[src/rtl/srsc_frame_sequencer.sv]
// Frame sequencer for the SRSC datapath: a priming frame feeds A estimation, then recovery frames run with a double-buffered A.
// Latency: no latency on pixel data; status pulses appear one cycle after their triggering event.
// Backpressure: o_pix_ready is low outside PRIME/RUN, and it is held low while A is missing (WAIT_A) and during DRAIN.
module srsc_frame_sequencer #(
  parameter int         IMG_W     = 512,
  parameter int         IMG_H     = 512,
  parameter logic [7:0] A_DEFAULT = 8'd255
) (
  input  logic       clk,
  input  logic       rst,
  input  logic       i_start,
  input  logic       i_stop,
  input  logic       i_pix_valid,
  output logic       o_pix_ready,
  input  logic [7:0] i_ale_r,
  input  logic [7:0] i_ale_g,
  input  logic [7:0] i_ale_b,
  input  logic       i_ale_valid,
  input  logic       i_srsc_valid,
  output logic [7:0] o_a_r,
  output logic [7:0] o_a_g,
  output logic [7:0] o_a_b,
  output logic       o_ale_in_valid,
  output logic       o_frame_start,
  output logic       o_frame_done,
  output logic       o_a_stale,
  output logic       o_done,
  output logic       o_busy
);

  localparam int CW    = (IMG_W > 1) ? $clog2(IMG_W) : 1;
  localparam int RW    = (IMG_H > 1) ? $clog2(IMG_H) : 1;
  localparam int TOTAL = IMG_W * IMG_H;
  localparam int OW    = (TOTAL > 1) ? $clog2(TOTAL) : 1;

  localparam logic [CW-1:0] COL_LAST = CW'(IMG_W - 1);
  localparam logic [RW-1:0] ROW_LAST = RW'(IMG_H - 1);
  localparam logic [OW-1:0] OUT_LAST = OW'(TOTAL - 1);

  localparam logic [2:0] S_IDLE   = 3'd0;
  localparam logic [2:0] S_PRIME  = 3'd1;
  localparam logic [2:0] S_WAIT_A = 3'd2;
  localparam logic [2:0] S_RUN    = 3'd3;
  localparam logic [2:0] S_DRAIN  = 3'd4;

  logic [2:0]    state;
  logic [2:0]    state_nxt;
  logic [CW-1:0] col;
  logic [RW-1:0] row;
  logic [OW-1:0] out_cnt;
  logic [7:0]    shadow_r;
  logic [7:0]    shadow_g;
  logic [7:0]    shadow_b;
  logic          shadow_v;
  logic          stop_q;

  logic accept;
  logic fe;
  logic a_avail;
  logic counting;
  logic out_wrap;
  logic start_run;
  logic swap;
  logic stale_evt;
  logic done_evt;

  // Status outputs are pure decodes of the registered state.
  assign o_pix_ready    = (state == S_PRIME) || (state == S_RUN);
  assign o_ale_in_valid = (state == S_RUN) || (state == S_DRAIN);
  assign o_busy         = (state != S_IDLE);

  assign accept    = i_pix_valid && o_pix_ready;
  assign fe        = accept && (col == COL_LAST) && (row == ROW_LAST);
  assign a_avail   = shadow_v || i_ale_valid;
  assign counting  = (state == S_RUN) || (state == S_DRAIN);
  assign out_wrap  = counting && i_srsc_valid && (out_cnt == OUT_LAST);
  assign start_run = (state == S_IDLE) && i_start;

  // Next state plus the frame-boundary decisions: A swap, stale-A report, drain completion.
  always_comb begin
    state_nxt = state;
    swap      = 1'b0;
    stale_evt = 1'b0;
    done_evt  = 1'b0;
    case (state)
      S_IDLE: begin
        if (i_start) state_nxt = S_PRIME;
      end
      S_PRIME: begin
        if (fe) begin
          if (a_avail) begin
            swap      = 1'b1;
            state_nxt = S_RUN;
          end else begin
            state_nxt = S_WAIT_A;
          end
        end
      end
      S_WAIT_A: begin
        if (i_ale_valid) begin
          swap      = 1'b1;
          state_nxt = S_RUN;
        end
      end
      S_RUN: begin
        if (fe) begin
          if (a_avail) swap = 1'b1;
          else         stale_evt = 1'b1;
          if (stop_q || i_stop) state_nxt = S_DRAIN;
        end
      end
      S_DRAIN: begin
        // A zero count here means every output of the last frame has already arrived.
        if (out_wrap || (out_cnt == '0)) begin
          done_evt  = 1'b1;
          state_nxt = S_IDLE;
        end
      end
      default: state_nxt = S_IDLE;
    endcase
  end

  // State register.
  always_ff @(posedge clk) begin
    if (rst) state <= S_IDLE;
    else     state <= state_nxt;
  end

  // Input raster position; col wraps into row, both wrap at frame end.
  always_ff @(posedge clk) begin
    if (rst || start_run) begin
      col <= '0;
      row <= '0;
    end else if (accept) begin
      if (col == COL_LAST) begin
        col <= '0;
        row <= (row == ROW_LAST) ? '0 : row + RW'(1);
      end else begin
        col <= col + CW'(1);
      end
    end
  end

  // Shadow A and stop latch; a swap consumes the shadow even when a new strobe lands on it.
  always_ff @(posedge clk) begin
    if (rst) begin
      shadow_r <= '0;
      shadow_g <= '0;
      shadow_b <= '0;
      shadow_v <= 1'b0;
      stop_q   <= 1'b0;
    end else if (state == S_IDLE) begin
      if (i_start) begin
        shadow_v <= 1'b0;
        stop_q   <= 1'b0;
      end
    end else begin
      if (i_ale_valid) begin
        shadow_r <= i_ale_r;
        shadow_g <= i_ale_g;
        shadow_b <= i_ale_b;
      end
      shadow_v <= swap ? 1'b0 : (i_ale_valid ? 1'b1 : shadow_v);
      if (i_stop && (state != S_DRAIN)) stop_q <= 1'b1;
    end
  end

  // Active A only changes on a swap, so it is constant over every pixel of a frame.
  always_ff @(posedge clk) begin
    if (rst) begin
      o_a_r <= A_DEFAULT;
      o_a_g <= A_DEFAULT;
      o_a_b <= A_DEFAULT;
    end else if (swap) begin
      o_a_r <= i_ale_valid ? i_ale_r : shadow_r;
      o_a_g <= i_ale_valid ? i_ale_g : shadow_g;
      o_a_b <= i_ale_valid ? i_ale_b : shadow_b;
    end
  end

  // SRSC output counter; wraps once per frame's worth of recovered pixels.
  always_ff @(posedge clk) begin
    if (rst || start_run || done_evt) begin
      out_cnt <= '0;
    end else if (counting && i_srsc_valid) begin
      out_cnt <= (out_cnt == OUT_LAST) ? '0 : out_cnt + OW'(1);
    end
  end

  // Registered one-cycle event pulses.
  always_ff @(posedge clk) begin
    if (rst) begin
      o_frame_start <= 1'b0;
      o_frame_done  <= 1'b0;
      o_a_stale     <= 1'b0;
      o_done        <= 1'b0;
    end else begin
      o_frame_start <= accept && (col == '0) && (row == '0);
      o_frame_done  <= out_wrap;
      o_a_stale     <= stale_evt;
      o_done        <= done_evt;
    end
  end

endmodule

[config.mk]
export PLATFORM = sky130hd
export DESIGN_NAME = srsc_frame_sequencer
export DESIGN_NICKNAME = d
export VERILOG_FILES = /design/src/rtl/srsc_frame_sequencer.sv
export SDC_FILE = /design/constraint.sdc
export NUM_CORES = 1
export LEC_CHECK = 0
export ABC_AREA = 1
export CAP_MARGIN = 30
export CORE_AREA = 2 2 89 176
export CTS_CLUSTER_SIZE = 24
export DETAILED_ROUTE_END_ITERATION = 10
export DIE_AREA = 0 0 91 178
export PLACE_DENSITY = 0.59
export REMOVE_ABC_BUFFERS = 1
export SETUP_SLACK_MARGIN = 0.02
export SLEW_MARGIN = 10
export SYNTH_ARGS = -nofsm -noshare
export SYNTH_HDL_FRONTEND = slang
export SYNTH_SLANG_ARGS = --single-unit
[constraint.sdc]
create_clock -name clk -period 5.7 [get_ports clk]
set_clock_uncertainty 0.15 [all_clocks]
set_input_delay 0.57 -clock clk [delete_from_list [all_inputs] [get_ports clk]]
set_output_delay 0.57 -clock clk [all_outputs]
set_load 0.01 [all_outputs]
==> results_dict.tcl <==
set metrics [dict create \
    critPathSlowestCell "clkdlybuf4s50_1" \
    place_hpwl_um 8020 \
    hold_viol 0 \
    port_buffers 61 \
    post_drt_wl_per_cell_um 12.9 \
    cpPeakStageDelay_ns 0.62 \
    cts-buffers-inserted 9 \
    antenna_found_initial 0 \
    path_common_cell "inv_1" \
    synth_cells 616 \
    ant_nets 0 \
    gr-usage-all-layers_pct 14.6 \
    die_area_sq_um 16200 \
    yosysWarnings 0 \
    die_h_um 178 \
    diodes 0 \
    setup_viol 0 \
    grt_pass1_vias 4046 \
    clk_path_buf_depth 2 \
    cp.arrival_ns 2.07 \
    slew_violations 0 \
    rsz0062_at_grt "false" \
    grt_overflow 0 \
    drive_gt1_share_pct 6.97 \
    swShare_pct 34.6 \
    start_util_pct 29.4 \
    status "finished, final reports clean" \
    multi_input_area_sq_um 2170 \
    ys_seq_area_share_pct 42.7 \
    power.internal_mw 1.31 \
    period_minus_slack_ns 2.79 \
    cap_violations 0 \
    cts_setup_buffers 0 \
    critPathLaunchType "flop" \
    slew_headroom_pct 66.4 \
    fin_crit_sh_pct 49.0 \
    ys.flop_type "dfxtp_1" \
    wl_um 11200 \
    synth-seq-cells 93 \
    place.gp.congestion 0.834 \
    power_mw 2.00 \
    tritoncts "done" \
    p_per_area_nw_per_um2 370 \
    die_x_um 91 \
    root_buffer "clkbuf_16" \
    p_switching_mw 0.692 \
    leakagePower_nw 2.19 \
    max_freq_mhz 358 \
    coreArea_sq_um 14800 \
    seqPwrFrac_pct 42.4 \
    vias 4083 \
    dr.pass1.iters 5 \
    cts_hold_buf 0 \
    tightest_slew_ns 0.505 \
    cts_resized 0 \
    io_pins 62 \
    post-route-drc-count 0 \
    finish.instance_area_sq_um 5400 \
    place_area_sq_um 5110 \
    area_growth_pct 23.9 \
    grt_max_degree 53 \
    hold_path.class "flop to flop" \
    yosysUniqueCellTypes 38 \
    ir_drop_uv 153 \
    async_flop_share_pct 0 \
    clkPwrFrac_pct 28.7 \
    cts.htree.levels 3 \
    avgSynthCellArea_sq_um 7.07 \
    most-common-layout-cells "nand2_1, dfxtp_1, clkdlybuf4s50_1, nor2_1" \
    synth_edf_count 0 \
    cts_sinks 93 \
    path_cells "inv_1 -> nand2_1 -> nor2_1 -> inv_1 -> buf_4 -> clkdlybuf4s50_1" \
    clkLatencyLatePin_ns 0.34 \
    drt_iter0_drc 118 \
    nets 708 \
    fin_tns_setup_ns 0 \
    final_common_cell "nand2_1" \
    synth_area_sq_um 4360 \
    post_drt_via_cell_ratio 4.70 \
    grt_pass1_wl_um 18900 \
    end_kind "primary output" \
    critPathRequiredTime_ns 4.98 \
    clkSlewWorstSetupHoldPaths_ns 0.07 \
    setup.worst_path.class "flop to primary output" \
    fillers 1614 \
    power_frac_comb_pct 28.9 \
    seq_area_sq_um 1860 \
    std_cell_rows 63 \
    path_max_fanout 49 \
]
==> cells in the mapped netlist, types with 2 or more instances <==
| cell | number | area share, % |
|---|---|---|
| nor3_1 | 17 | 2.0 |
| a31oi_1 | 25 | 3.6 |
| nand3_1 | 47 | 5.4 |
| clkinv_2 | 2 | 0.23 |
| xnor2_1 | 2 | 0.40 |
| inv_2 | 3 | 0.26 |
| nor2_4 | 2 | 0.52 |
| nor2_1 | 57 | 4.9 |
| nand4_1 | 13 | 1.9 |
| buf_6 | 4 | 1.0 |
| o21ai_0 | 35 | 4.0 |
| a21oi_1 | 13 | 1.5 |
| nor4_1 | 4 | 0.57 |
| nand2_4 | 2 | 0.52 |
| xor2_1 | 6 | 1.2 |
| inv_1 | 47 | 4.0 |
| clkbuf_1 | 12 | 1.0 |
| nand2_1 | 186 | 16 |
| dfxtp_1 | 93 | 43 |
| nor2_2 | 2 | 0.29 |
| buf_2 | 4 | 0.46 |
| ha_1 | 8 | 2.3 |
| o21bai_1 | 2 | 0.34 |
| a211oi_1 | 3 | 0.52 |
| a21oi_2 | 5 | 1.0 |
| nand2_2 | 10 | 1.4 |
==> worst paths after layout <==
path	start	endpoint	slack, ns	cells past startpoint
worst max register to register	col[0]	o_a_b[5]	3.12	12
worst min-delay path	stop_q	stop_q	0.32	1
worst min register to register	stop_q	stop_q	0.32	1
worst max-delay path	state[1]	o_busy	2.91	6
==> final cells by class <==
class                           instances  share of cell area [%]
Timing Repair Buffer                   64                    11.7
Clock buffer                           10                    4.43
Inverter                               53                    3.73
Multi-Input combinational cell        448                    40.3
Sequential cell                        93                    34.5
Tap cell                              195                    4.52
Clock inverter                          6                   0.857
==> stage by stage <==
| stage | hold WS (ns) | std cells | setup slack, ns | utilization (%) |
|---|---|---|---|---|
| 6_report | 0.323 | 869 | 2.91 | 36.4 |
| 5_1_grt | 0.349 | 869 | 2.74 | 36.4 |
| 4_1_cts | 0.329 | 869 | 2.88 | 36.4 |
| 3_5_place_dp | 0.313 | 853 | 2.90 | 34.5 |
| 3_3_place_gp | 0.303 | 853 | 2.94 | 34.5 |
| 2_1_floorplan | 0.293 | 594 | 3.35 | - |
==> critical path, delay by kind of cell, from the launching register on <==
kind	cells	cell delay, ns
flops	1	0.37
simple gates	2	0.18
buf+inv	4	1.16
==> logic make-up after synthesis <==
| family | Yosys count | synth area share (%) |
|---|---|---|
| fa+ha+maj | 8 | 2.30 |
| buf+inv | 75 | 7.41 |
| flops | 93 | 42.7 |
| simple gates | 345 | 34.3 |
| compound gates | 87 | 11.7 |
| xor+xnor | 8 | 1.61 |
==> registers in the layout (all words and copies together), names as in the netlist, 3 cells and up <==
name and cells:
col 9, o_a_b 8, o_a_g 8, o_a_r 8, out_cnt 18, row 9
shadow_b 8, shadow_g 8, shadow_r 8, state 3
==> layer usage <==
layer	routed length [um]	global-route usage [%]	part of all wire, %	up-vias
met2	6060	27.7	54	97
met3	334	2.24	3.0	18
met4	349	7.64	3.1	0
li1	-	-	-	2130
met5	0	0	0	-
met1	4450	15.1	40	1838
==> power groups by stage <==
stage,Sequential (mW),Clock [mW],Combinational (mW)
finish,0.847,0.574,0.577
global route,0.864,0.626,0.662
CTS,0.848,0.596,0.587
detailed placement,0.861,0,0.584
global placement,0.860,0,0.582
floorplan,0.854,0,0.367
Note: power is estimated with default switching activity, not from simulation.
